File: src/rtl/fir_pkg.sv
// Shared FIR types: accumulator/address widths and the result-reader state encoding.
package fir_pkg;

  localparam int FIR_ADDR_W = 11;
  localparam int FIR_ACC_W  = 93;

  typedef logic signed [FIR_ACC_W-1:0] fir_acc_t;
  typedef logic        [FIR_ADDR_W-1:0] fir_addr_t;

  typedef enum logic [1:0] {
    RD_IDLE,
    RD_READ,
    RD_DRAIN,
    RD_DONE
  } rd_state_t;

endpackage

File: src/rtl/fir_sat_round.sv
// Combinational round-half-up, arithmetic right shift and saturation of one accumulator word.
module fir_sat_round #(
  parameter int DATA_W = 93,
  parameter int OUT_W  = 24,
  parameter int SHIFT  = 40
) (
  input  logic signed [DATA_W-1:0] din,
  output logic signed [OUT_W-1:0]  dout,
  output logic                     sat
);

  localparam logic signed [DATA_W:0] RND  = {{DATA_W{1'b0}}, 1'b1} << (SHIFT - 1);
  localparam logic signed [DATA_W:0] MAXV = {{(DATA_W-OUT_W+2){1'b0}}, {(OUT_W-1){1'b1}}};
  localparam logic signed [DATA_W:0] MINV = {{(DATA_W-OUT_W+2){1'b1}}, {(OUT_W-1){1'b0}}};

  // One guard bit above the accumulator keeps the rounding add from overflowing.
  function automatic logic signed [DATA_W:0] round_shift(input logic signed [DATA_W-1:0] x);
    logic signed [DATA_W:0] ext;
    ext = {x[DATA_W-1], x} + RND;
    return ext >>> SHIFT;
  endfunction

  // Packs {sat, value}.
  function automatic logic [OUT_W:0] saturate(input logic signed [DATA_W:0] r);
    if (r > MAXV) begin
      return {1'b1, MAXV[OUT_W-1:0]};
    end else if (r < MINV) begin
      return {1'b1, MINV[OUT_W-1:0]};
    end else begin
      return {1'b0, r[OUT_W-1:0]};
    end
  endfunction

  assign {sat, dout} = saturate(round_shift(din));

endmodule

File: src/rtl/fir_result_reader.sv
// Sweeps the FIR output RAM, absorbs its read latency, rounds/saturates each word and
// streams the results in address order on a valid/ready port.
module fir_result_reader
  import fir_pkg::*;
#(
  parameter int ADDR_W  = FIR_ADDR_W,
  parameter int DATA_W  = FIR_ACC_W,
  parameter int OUT_W   = 24,
  parameter int SHIFT   = 40,
  parameter int RAM_LAT = 1
) (
  input  logic                     clk,
  input  logic                     rst,
  input  logic                     start,
  // One extra bit so a full 2**ADDR_W sweep can be requested; larger values clamp to full.
  input  logic [ADDR_W:0]          num_samples,
  output logic                     ram_read_en,
  output logic [ADDR_W-1:0]        ram_address,
  input  logic signed [DATA_W-1:0] ram_data,
  output logic signed [OUT_W-1:0]  m_data,
  output logic                     m_valid,
  input  logic                     m_ready,
  output logic                     busy,
  output logic                     done,
  output logic                     sat_flag
);

  localparam int CNT_W = $clog2(RAM_LAT + 4);

  rd_state_t state, state_nxt;

  logic [ADDR_W-1:0]       rd_ptr, last_addr, addr_cur, last_cur;
  logic [RAM_LAT-1:0]      tag_vld_p1;
  logic [CNT_W-1:0]        in_flight, occ;
  logic                    accept, issue, issue_last, ret, pop;
  logic signed [OUT_W-1:0] sr_data;
  logic                    sr_sat;

  logic signed [OUT_W-1:0] buf_mem [2];
  logic                    buf_wr, buf_rd;
  logic [1:0]              buf_cnt;

  // ---- issue stage: address generation and credit check ----
  assign accept   = (state == RD_IDLE) && start && !rst;
  assign addr_cur = (state == RD_IDLE) ? '0 : rd_ptr;
  assign last_cur = (state == RD_IDLE)
                  ? (num_samples[ADDR_W] ? {ADDR_W{1'b1}} : num_samples[ADDR_W-1:0] - 1'b1)
                  : last_addr;

  always_comb begin
    in_flight = '0;
    for (int i = 0; i < RAM_LAT; i++) begin
      in_flight = in_flight + CNT_W'(tag_vld_p1[i]);
    end
  end

  // Credits count the word leaving this cycle as already gone, which keeps the stream
  // bubble-free at RAM_LAT=1 while never letting reads+buffered exceed the two buffer slots.
  assign pop   = m_valid && m_ready;
  assign occ   = in_flight + CNT_W'(buf_cnt) - CNT_W'(pop);
  assign issue = accept ? (num_samples != '0)
                        : ((state == RD_READ) && (occ < CNT_W'(2)));
  assign issue_last = issue && (addr_cur == last_cur);

  assign ram_read_en = issue;
  assign ram_address = addr_cur;

  // ---- return stage: latency tags and rounding ----
  assign ret = tag_vld_p1[RAM_LAT-1];

  fir_sat_round #(
    .DATA_W (DATA_W),
    .OUT_W  (OUT_W),
    .SHIFT  (SHIFT)
  ) u_sat_round (
    .din  (ram_data),
    .dout (sr_data),
    .sat  (sr_sat)
  );

  // ---- output stage: 2-entry skid buffer ----
  assign m_valid = (buf_cnt != 2'd0);
  assign m_data  = m_valid ? buf_mem[buf_rd] : '0;
  assign busy    = (state == RD_READ) || (state == RD_DRAIN);
  assign done    = (state == RD_DONE);

  always_comb begin
    state_nxt = state;
    unique case (state)
      RD_IDLE: begin
        if (accept) begin
          if (num_samples == '0)  state_nxt = RD_DONE;
          else if (issue_last)    state_nxt = RD_DRAIN;
          else                    state_nxt = RD_READ;
        end
      end
      RD_READ:  if (issue_last) state_nxt = RD_DRAIN;
      RD_DRAIN: if (pop && (buf_cnt == 2'd1) && (in_flight == '0)) state_nxt = RD_DONE;
      RD_DONE:  state_nxt = RD_IDLE;
      default:  state_nxt = RD_IDLE;
    endcase
  end

  always_ff @(posedge clk) begin
    if (rst) begin
      state      <= RD_IDLE;
      rd_ptr     <= '0;
      last_addr  <= '0;
      tag_vld_p1 <= '0;
      buf_wr     <= 1'b0;
      buf_rd     <= 1'b0;
      buf_cnt    <= 2'd0;
      sat_flag   <= 1'b0;
    end else begin
      state      <= state_nxt;
      tag_vld_p1 <= (tag_vld_p1 << 1) | RAM_LAT'(issue);
      if (accept) last_addr <= last_cur;
      if (issue && !issue_last) rd_ptr <= addr_cur + 1'b1;
      if (ret) buf_wr <= ~buf_wr;
      if (pop) buf_rd <= ~buf_rd;
      buf_cnt <= buf_cnt + 2'(ret) - 2'(pop);
      if (accept) sat_flag <= 1'b0;
      else if (ret && sr_sat) sat_flag <= 1'b1;
    end
  end

  always_ff @(posedge clk) begin
    if (ret) buf_mem[buf_wr] <= sr_data;
  end

endmodule

File: config.mk
export PLATFORM = sky130hd
export DESIGN_NAME = fir_result_reader
export DESIGN_NICKNAME = d
export VERILOG_FILES = /design/src/rtl/fir_pkg.sv /design/src/rtl/fir_sat_round.sv /design/src/rtl/fir_result_reader.sv
export SDC_FILE = /design/constraint.sdc
export NUM_CORES = 1
export LEC_CHECK = 0
export CAP_MARGIN = 30
export CORE_MARGIN = 8
export CORE_UTILIZATION = 49
export DETAILED_ROUTE_END_ITERATION = 12
export PLACE_DENSITY = 0.8
export SYNTH_ARGS = -nofsm -noshare
export SYNTH_HDL_FRONTEND = slang
export SYNTH_SLANG_ARGS = --single-unit
File: constraint.sdc
create_clock -name clk -period 3.98 [get_ports clk]
set_input_delay 0.597 -clock clk [delete_from_list [all_inputs] [get_ports clk]]
set_output_delay 0.597 -clock clk [all_outputs]
set_load 0.05 [all_outputs]
After elaboration in Yosys (flattened, before gate mapping)
Memories as Yosys holds them, arrays and structs flattened. A register that Yosys moved wholly into a read port is not among the register bits.
Index checks and enable logic that the tools add are counted.
Widths: inputs -> output; s select.
Word-level totals
  flip-flop bits (word level): 30
  word-level logic and storage cells: 65
  output and inout bits: 40
  memories: 1
  input bits: 109
  bits in writable memories: 48
Operators by class
  $lt $le $gt $ge: 3
  equality and inequality tests: 8
  reductions and logical operators: 19
  mux-type cells: 17
  add/sub/neg operators: 7
  bitwise logic cells: 2
Memories
  buf_mem: words 2, width 24, read ports 1, clocked after memory_dff 1, write ports 1, line fir_result_reader.sv:39  | logic signed [OUT_W-1:0] buf_mem [2];
Operators by type and width (number)
  $add 93x41->94 const B: 1
  $gt 54x24->1 const B: 1
  $lt 54x24->1 const B: 1
  $mux 25: 2
  $mux 11: 3
  $mux 24: 1
  $logic_not 12->1: 1
  $reduce_bool 12->1: 1
  $add 11x1->11 const B: 1
  $eq 11x11->1: 1
  $sub 11x1->11 const B: 1
  $mux 2: 5
  $logic_and 1x1->1: 9
  $pmux 2 s4: 1
  $mux 1: 5
  $eq 2x1->1 const B: 2
  $eq 2x2->1 const B: 2
  $ne 2x2->1 const B: 2
  $add 1x2->3: 1
  $logic_not 3->1: 1
  $lt 3x2->1 const B: 1
  $reduce_and 3->1: 1
  $sub 3x1->3: 1
  $add 2x1->2: 1
  8 further kinds: 10

Depth between registers and ports, before layout
Gate-level depths: netlist of run 1.
  word-level depth: 11
  gate-level depth with buffers: 16
  mapped depth without buffers: 15

Modules after synthesis
A second synthesis of run 1 with hierarchy kept.
Unflattened totals
  cell total of the unflattened synthesis: 699
  area total of the unflattened synthesis: 6075.8 µm²
By module, submodules not included
  fir_result_reader: times used 1, cells an instance 359, sequential area each 2062.0 µm², area an instance 3882.5 µm²
  fir_sat_round: times used 1, cells an instance 340, sequential area each 0.0 µm², area an instance 2193.4 µm²

Least setup slack after synthesis of run 1
No wires, ideal clock.
  path kind: input-to-reg
  start point: in ram_data[39]
  end point: mem buf_mem[0][1] (data pin)
  setup time: 0.272 ns
  data arrival time: 3.049 ns
  setup slack: 0.659 ns
  stages: 11
  buffers on the path: 2
  data required time: 3.708 ns
  path through: ha_1 -> nand3_1 -> or4_1 -> buf_2 -> nor4_1 -> xnor2_1 -> nand2_1 -> nor4b_1 -> a31o_2 -> buf_2 -> o21ai_0
Between the ends
  longest elaborated chain between the ends: 4
  elaborated cells between the ends (all ways): 5
  classes of those cells: add/sub (1); order compare (2); mux (2)
Ends and longest elaborated chain
  start: declaration: line fir_result_reader.sv:19  | input logic signed [DATA_W-1:0] ram_data,
  $add 93x41->94 *: line fir_sat_round.sv:19  | ext = {x[DATA_W-1], x} + RND;
  $lt 54x24->1: line fir_sat_round.sv:27  | end else if (r < MINV) begin
  $mux 25: line fir_sat_round.sv:27
  $mux 25 *: line fir_sat_round.sv:25  | if (r > MAXV) begin
  via sr_data[1]: line fir_result_reader.sv:36  | logic signed [OUT_W-1:0] sr_data;
  end: declaration: line fir_result_reader.sv:39
Mark *: on every way through the listed nets, which the timed path passes. The rest lies on a longest branch.

Final worst setup path of run 1
  start point: in m_ready
  end point: out ram_read_en
Between the ends
  longest elaborated chain between the ends: 5
Ends and longest elaborated chain
  start: declaration: line fir_result_reader.sv:22  | input logic m_ready,
  $logic_and 1x1->1: line fir_result_reader.sv:59  | assign pop = m_valid && m_ready;
  via pop: line fir_result_reader.sv:35  | logic accept, issue, issue_last, ret, pop;
  $sub 3x1->3: line fir_result_reader.sv:60  | assign occ = in_flight + CNT_W'(buf_cnt) - CNT_W'(pop);
  $lt 3x2->1: line fir_result_reader.sv:62  | : ((state == RD_READ) && (occ < CNT_W'(2)));
  $logic_and 1x1->1: line fir_result_reader.sv:62
  $mux 1: line fir_result_reader.sv:61  | assign issue = accept ? (num_samples != '0)
  end: declaration: line fir_result_reader.sv:17  | output logic ram_read_en,
The timed path passes the listed nets, and every way through them passes these cells.

==> results of run 1 <==
-- Yosys cell counts (4+ instances only) --
cell / count
nor2_1: 80
edfxtp_1: 48
mux2i_1: 36
nand3_1: 34
dfxtp_1: 31
nand2_1: 29
xnor2_1: 29
xor2_1: 27
o21ai_0: 25
a21oi_1: 22
clkbuf_1: 21
nor3_1: 21
inv_1: 20
nor4_1: 20
nand4_1: 15
nor2b_1: 15
or3_1: 11
o21ai_1: 10
and3_1: 9
ha_1: 9
a31oi_1: 8
a211oi_1: 7
and4_1: 6
buf_2: 6
nor3b_1: 5
o31a_1: 5
and2_1: 4
or4_1: 4
-- area by class of cell --
type                    count  area, µm²  share of cell area
clock inverters             6       95.1              0.0131
well taps                 140        175              0.0242
multi-input cells         479       3130               0.433
flip-flops and latches     79       2060               0.285
inverters                  20       75.1              0.0104
repair buffers            167       1560               0.216
clock buffers              10        128              0.0176
-- registers in the layout, summed over array words and instances (netlist names), named ones only --
| name | flops |
|---|---|
| buf_mem | 48 |
| buf_cnt | 2 |
| ret | 1 |
| buf_wr | 1 |
| sat_flag | 1 |
| last_addr | 11 |
| buf_rd | 1 |
| rd_ptr | 11 |
| state | 2 |
-- metal layers --
layer	global-route usage	wire length (µm)	vias to the layer above	share of wire
li1	-	-	2536	-
met1	0.272	6680	2500	0.41
met2	0.377	8040	210	0.50
met3	0.0462	1090	27	0.067
met4	0.0687	337	0	0.021
met5	0	0	-	0
-- report_power, final --
| group | internal (mW) | total (mW) | leakage [nW] | switching, mW |
|---|---|---|---|---|
| sequential | 0.999 | 1.07 | 0.686 | 0.0699 |
| combinational | 0.689 | 1.92 | 1.77 | 1.23 |
| clock | 0.357 | 0.655 | 0.111 | 0.298 |
| total | 2.05 | 3.65 | 2.57 | 1.60 |
-- through the flow --
stage	setup WS [ns]	hold WS (ns)
4_1_cts	0.0262	0.481
2_1_floorplan	0.659	0.444
5_1_grt	0.00532	0.509
3_3_place_gp	-0.201	0.465
6_report	0.180	0.486
3_5_place_dp	-0.323	0.470
-- worst max-delay path: stages --
cell,delay (ns)
clkdlybuf4s50_1,0.46
inv_1,0.06
nor2_1,0.20
ha_1,0.27
inv_1,0.06
ha_1,0.14
inv_1,0.05
fa_1,0.38
xnor2_1,0.15
nand3_1,0.09
nor2_1,0.04
a21oi_1,0.40
inv_1,0.08
buf_4,0.20
-- path summary, 6_finish.rpt --
check | start | end | slack, ns | depth (start not counted)
worst max-delay path | m_ready | ram_read_en | 0.18 | 14
worst min-delay path | last_addr[0] | last_addr[0] | 0.49 | 2
worst max register to register | buf_cnt[1] | state[1] | 0.51 | 15
worst min register to register | last_addr[0] | last_addr[0] | 0.49 | 2
-- kinds of logic after synthesis --
kind of cell / Yosys count / synth area share
flops: 79 / 0.383
xor+xnor: 56 / 0.0911
compound gates: 102 / 0.120
mux: 37 / 0.0690
buf+inv: 50 / 0.0383
simple gates: 274 / 0.274
fa+ha+maj: 10 / 0.0246
==> flow_metrics.tcl, run 1 <==
set metrics [dict create \
    status "finished, final reports clean" \
    num_vias 5273 \
    yosys_warnings 0 \
    grt_pass1_vias 5111 \
    nets 875 \
    final_hold_viol_count 0 \
    leakage_nw 2.57 \
    min_path_type "register to register" \
    grt-ovfl-total 0 \
    slew_headroom 0.495 \
    wl_mm 16.1 \
    ios 149 \
    dp_cells 885 \
    ant_nets 0 \
    htree_levels 3 \
    grt_max_degree 28 \
    synth_seq_area_share 0.383 \
    core_area_um2 10800 \
    cts_root_buffer "clkbuf_8" \
    cts_tree "yes" \
    stdcell_area_um2 7230 \
    synth_top_flop_cell "edfxtp_1" \
    rows 38 \
    worst_pin_slew_ns 0.754 \
    diodes 0 \
    p_total_mw 3.65 \
    max-clock-path-buffers 2 \
    clkTransAtPathRegs_ns 0.08 \
    fin_setup_tns_ns 0 \
    critical_path.startpoint_type "input port" \
    rsz0062_at_grt "false" \
    numCtsBuffers 9 \
    finalCritPeriodShare 0.955 \
    globalplace.congestion 0.956 \
    cts_resized 0 \
    ir_worst_vdd_uv 453 \
    wire_per_inst_um 17.9 \
    fin_cells 901 \
    hold_buffers 0 \
    netlist_area_um2 5390 \
    yosys-top-cells-area "edfxtp_1 27%, dfxtp_1 12%, mux2i_1 6.7%" \
    fmax_mhz 263 \
    syn_inst 608 \
    synth_nets 727 \
    avgViaCountPerCell 5.85 \
    place_area_um2 7000 \
    grt_pass1_wl_mm 26.0 \
    drive_gt1_frac 0.124 \
    cts.sink_count 79 \
    layout_commonest_cell "clkdlybuf4s50_1" \
    synth_cell_type_count 64 \
    die_h_um 121 \
    worstSetupEndpointType "primary output" \
    maxCapViolCount 0 \
    area_growth_pct 34.3 \
    clk-insertion-delay-late_ns 0.36 \
    crit_arrival_ns 3.20 \
    grt_antenna_before_repair 0 \
    drc 0 \
    async_flop_share 0 \
    grt_util_all_layers 0.221 \
    p_per_area_nw_per_um2 504 \
    die-area_um2 14600 \
    fp.dieW_um 121 \
    synth-edff-count 48 \
    min_period_ns 3.80 \
    most-common-layout-cells "108 x clkdlybuf4s50_1, 80 x nor2_1, 55 x buf_4, 48 x edfxtp_1, 36 x mux2i_1" \
    final_util 0.670 \
    floorplan.initialDensity 0.499 \
    fin_skew_ns 0.00697 \
    fillers 883 \
    yosys.area.top_type_share 0.268 \
    cp_max_fo 5 \
    ys_ff_latch 79 \
    dr.pass1.iters 5 \
    setup_viol 0 \
    required_ns 3.38 \
    drt-initial-drc-count 427 \
    finalMaxSlewViolations 0 \
    place_hpwl_mm 12.5 \
    post_cts_buffers 0 \
    crit_type "input port to primary output" \
    synth_area_per_cell_um2 8.86 \
    synth.largest_area_cell "edfxtp_1" \
    numPortBuffers 109 \
]
Note: power is estimated with default switching activity, not from simulation.
==> run 2, diff against run 1 <==
Settings changed: CTS_BUF_LIST set to sky130_fd_sc_hd__clkbuf_16, CTS_CLUSTER_DIAMETER set to 60.
==> flow_metrics.tcl, run 2 (synthesis gave the netlist of run 1 again) <==
set metrics [dict create \
    status "finished, final reports clean" \
    required_ns 4.12 \
    r2r_slack_ns 0.64 \
    maxCapViolCount 0 \
    final_hold_viol_count 0 \
    holdPathEnd "last_addr[0]" \
    num_vias 5284 \
    grt_util_all_layers 0.225 \
    area_growth_pct 36.4 \
    grt-ovfl-total 0 \
    diodes 0 \
    min_from "last_addr[0]" \
    drc 0 \
    max-clock-path-buffers 2 \
    cellInternalPower_mw 2.24 \
    dr.pass1.iters 5 \
    cts.sink_count 79 \
    r2r-end "rd_ptr[6]" \
    ant_nets 0 \
    hold_depth 2 \
    finalCritPeriodShare 0.972 \
    switching_share 0.423 \
    critical_path.startpoint_type "input port" \
    worst_pin_slew_ns 0.776 \
    fp.dieW_um 121 \
    crit_type "input port to register" \
    r2r_cells 15 \
    path_common_cell "buf_4" \
    largest_register "buf_mem" \
    ios 149 \
    avgViaCountPerCell 5.86 \
    crit_arrival_ns 4.00 \
    rows 38 \
    post_cts_buffers 0 \
    path_cells "clkdlybuf4s50_1 -> ha_1 -> nand3_1 -> or4_1 -> buf_4 -> buf_4 -> nor2_4 -> nand2_1 -> mux2_2 -> a211oi_1 -> a21boi_4 -> buf_4 -> o21ai_1" \
    ir_worst_vdd_uv 452 \
    layout_commonest_cell "clkdlybuf4s50_1" \
    p_per_area_nw_per_um2 528 \
    place_area_um2 7000 \
    wl_mm 16.6 \
    floorplan.initialDensity 0.499 \
    min_period_ns 3.87 \
    cts_tree "yes" \
    drt-initial-drc-count 445 \
    clk-insertion-delay-late_ns 0.34 \
    cp_max_fo 22 \
    clkTransAtPathRegs_ns 0.06 \
    globalplace.congestion 0.956 \
    wire_per_inst_um 18.5 \
    largest_reg_flops 48 \
    core_area_um2 10800 \
    cts_root_buffer "clkbuf_16" \
    min_path_type "register to register" \
    fin_skew_ns 0.00520 \
    htree_levels 3 \
    nets 875 \
    stdcell_area_um2 7350 \
    fmax_mhz 259 \
    leakage_nw 2.62 \
    worstSetupEndpointType "register" \
    finalMaxSlewViolations 0 \
    slew_headroom 0.481 \
    comb_power_share 0.497 \
    pre_cts_ws_ns -0.323 \
    grt_max_degree 28 \
    switchingPower_mw 1.64 \
    setup_viol 0 \
    numPortBuffers 109 \
    r2r-start "buf_cnt[1]" \
    most-common-layout-cells "108 x clkdlybuf4s50_1, 80 x nor2_1, 55 x buf_4, 48 x edfxtp_1, 36 x mux2i_1" \
    fin_ws_ns 0.113 \
    critPathMaxStageDelay_ns 0.55 \
    numCtsBuffers 9 \
    drive_gt1_frac 0.126 \
    die_h_um 121 \
    cp_slowest_cell "clkdlybuf4s50_1" \
    die-area_um2 14600 \
    rsz0062_at_grt "false" \
    grt_pass1_vias 5201 \
    p_seq_frac 0.276 \
    p_clk_frac 0.226 \
    biggestRegsByFlops "buf_mem (48), last_addr (11), rd_ptr (11)" \
    grt_antenna_before_repair 0 \
    grt_pass1_wl_mm 26.4 \
    place_hpwl_mm 12.5 \
]
[run 2: how the worst max path moves through the flow]
stage,cells past startpoint,to,from
floorplan,11,buf_mem[0][1],ram_data[39]
global placement,12,buf_mem[1][17],ram_data[40]
detailed placement,11,buf_mem[1][7],ram_data[40]
CTS,11,buf_mem[0][7],ram_data[40]
global route,13,buf_mem[0][17],ram_data[40]
finish,13,buf_mem[0][17],ram_data[40]
[run 2: power by group through the flow]
stage | clock [mW] | sequential [mW] | combinational, mW
after floorplan | 0 | 1.07 | 1.27
after detailed placement | 0 | 1.09 | 1.91
final | 0.879 | 1.07 | 1.93
after global placement | 0 | 1.08 | 1.85
after CTS | 0.887 | 1.07 | 1.93
after global routing | 0.915 | 1.09 | 2.06
[run 2: layout make-up]
cell class / count / area [µm²]
Multi-Input combinational cell: 479 / 3150
Sequential cell: 79 / 2060
Fill cell: 857 / 3450
Timing Repair Buffer: 167 / 1560
Tap cell: 140 / 175
Clock inverter: 7 / 98.8
Inverter: 20 / 75.1
Clock buffer: 9 / 225
[run 2: metrics by stage]
| stage | utilization | setup TNS, ns | hold slack [ns] | instances | power (mW) |
|---|---|---|---|---|---|
| 2_1_floorplan | - | 0 | 0.444 | 608 | 2.34 |
| 3_3_place_gp | 0.645 | -5.89 | 0.465 | 883 | 2.93 |
| 3_5_place_dp | 0.648 | -10.38 | 0.470 | 885 | 2.99 |
| 4_1_cts | 0.678 | 0 | 0.478 | 901 | 3.89 |
| 5_1_grt | 0.681 | 0 | 0.506 | 901 | 4.06 |
| 6_report | 0.681 | 0 | 0.478 | 901 | 3.88 |
[run 2: critical path, delay by kind of cell]
| family | cells | cell delay [ns] |
|---|---|---|
| buf+inv | 4 | 1.11 |
| mux | 1 | 0.26 |
| compound gates | 3 | 0.97 |
| simple gates | 4 | 0.87 |
| fa+ha+maj | 1 | 0.20 |
[run 2: what timing repair did]
action,CTS,global route
hold buffers,0,0
setup endpoints to repair,0,44
resized for setup,0,4
[run 2: per-layer routing]
| metal | routed length [µm] | GRT usage | share of wire |
|---|---|---|---|
| met5 | 0 | 0 | 0 |
| met4 | 369 | 0.0788 | 0.022 |
| met3 | 1040 | 0.0448 | 0.062 |
| met2 | 8370 | 0.385 | 0.50 |
| met1 | 6870 | 0.273 | 0.41 |
==> run 3, diff against run 2 <==
Settings changed: CORE_UTILIZATION 49 to 55, DONT_BUFFER_PORTS set to 1, PLACE_DENSITY 0.8 to 0.72.
Clock period 3.98 ns to 3.4 ns, I/O delays scaled along.
==> flow_metrics.tcl, run 3 (synthesis gave the netlist of run 1 again) <==
set metrics [dict create \
    min_from "rst" \
    max-clock-path-buffers 2 \
    num_vias 4786 \
    grt_util_all_layers 0.219 \
    cts_tree "yes" \
    finalMaxSlewViolations 0 \
    nets 770 \
    biggestRegsByFlops "buf_mem (48), last_addr (11), rd_ptr (11)" \
    maxCapViolCount 0 \
    cp_max_fo 23 \
    die_h_um 115 \
    finalCritPeriodShare 0.936 \
    r2r_cells 14 \
    largest_register "buf_mem" \
    post_cts_buffers 0 \
    grt_antenna_before_repair 0 \
    drc 0 \
    die-area_um2 13200 \
    critical_path.startpoint_type "input port" \
    worstSetupEndpointType "register" \
    cts.sink_count 79 \
    place_hpwl_mm 11.1 \
    ios 149 \
    switching_share 0.434 \
    switchingPower_mw 1.80 \
    p_per_area_nw_per_um2 670 \
    diodes 0 \
    crit_arrival_ns 3.24 \
    numCtsBuffers 9 \
    cts_root_buffer "clkbuf_16" \
    final_hold_viol_count 0 \
    layout_commonest_cell "nor2_1" \
    wire_per_inst_um 18.5 \
    fin_setup_tns_ns 0 \
    most-common-layout-cells "79 x nor2_1, 59 x buf_4, 48 x edfxtp_1, 36 x mux2i_1, 34 x nand3_1" \
    fp.dieW_um 115 \
    clkTransAtPathRegs_ns 0.06 \
    htree_levels 3 \
    core_area_um2 9640 \
    p_clk_frac 0.225 \
    leakage_nw 2.22 \
    avgViaCountPerCell 6.07 \
    grt_pass1_wl_mm 23.1 \
    setup_viol 0 \
    drt-initial-drc-count 272 \
    grt-ovfl-total 0 \
    status "finished, final reports clean" \
    floorplan.initialDensity 0.559 \
    crit_type "input port to register" \
    fmax_mhz 314 \
    ant_nets 0 \
    globalplace.congestion 0.903 \
    clk-insertion-delay-late_ns 0.34 \
    rsz0062_at_grt "false" \
    required_ns 3.46 \
    wl_mm 14.6 \
    rows 36 \
    cellInternalPower_mw 2.36 \
    worst_pin_slew_ns 0.547 \
    r2r-start "buf_cnt[1]" \
    ir_worst_vdd_uv 365 \
    min_period_ns 3.18 \
    grt_max_degree 28 \
    numPortBuffers 0 \
    largest_reg_flops 48 \
    slew_headroom 0.635 \
    p_seq_frac 0.302 \
    r2r-end "rd_ptr[4]" \
    drive_gt1_frac 0.149 \
    place_area_um2 5920 \
    fin_skew_ns 0.00569 \
    min_path_type "input port to register" \
    holdPathEnd "last_addr[0]" \
    grt_pass1_vias 4794 \
    p_total_mw 4.16 \
    stdcell_area_um2 6210 \
    r2r_slack_ns 0.27 \
    hold_depth 1 \
    dr.pass1.iters 5 \
    final_util 0.644 \
    comb_power_share 0.473 \
    area_growth_pct 15.4 \
]
==> run 3: worst max path at each step <==
stage                  from        endpoint  slack (ns)
6_report       ram_data[39]   buf_mem[1][3]        0.22
5_1_grt          buf_cnt[1]       rd_ptr[3]        0.05
4_1_cts          buf_cnt[1]     ram_read_en        0.08
3_5_place_dp   ram_data[39]  buf_mem[0][12]       -0.11
3_3_place_gp   ram_data[39]  buf_mem[1][10]       -0.25
2_1_floorplan  ram_data[39]   buf_mem[0][1]        0.17
==> run 3: repair_timing <==
action / in CTS / in global routing
resized for setup: 0 / 1
hold buffers: 0 / 0
setup endpoints to repair: 0 / 1
==> run 3: power groups by stage <==
stage | combinational (mW) | clock (mW) | sequential, mW
after floorplan | 1.48 | 0 | 1.25
after global placement | 1.93 | 0 | 1.27
after detailed placement | 1.96 | 0 | 1.28
after CTS | 1.97 | 0.948 | 1.26
after global routing | 2.10 | 0.983 | 1.27
final | 1.97 | 0.934 | 1.26
==> run 3: layout make-up <==
type                    count  area [µm²]
inverters                  20        75.1
flip-flops and latches     79        2060
multi-input cells         479        3130
repair buffers             62         493
clock buffers               9         225
fillers                   835        3430
well taps                 133         166
clock inverters             7        65.1
==> run 3: critical path: stages <==
cell and delay (ns):
ha_1 0.15, nand3_1 0.10, or4_1 0.61, buf_4 0.21, nor3_1 0.23, xnor2_1 0.18
o21ai_0 0.16, nor4_1 0.44, buf_4 0.19, a31o_2 0.17, buf_12 0.16, o21ai_0 0.14
==> run 3: metal layers <==
| layer | vias to the layer above | global-route usage | wire length [µm] |
|---|---|---|---|
| met3 | 27 | 0.0593 | 1120 |
| met1 | 2247 | 0.256 | 5870 |
| li1 | 2324 | - | - |
| met4 | 0 | 0.0928 | 343 |
| met5 | - | 0 | 0 |
| met2 | 188 | 0.369 | 7230 |
==> run 3: metrics by stage <==
step	hold WS [ns]	std cells	worst slack (ns)
after CTS	0.232	789	0.0803
final	0.238	789	0.218
after global placement	0.464	771	-0.251
after floorplan	0.444	608	0.166
after detailed placement	0.467	773	-0.113
after global routing	0.230	789	0.0537
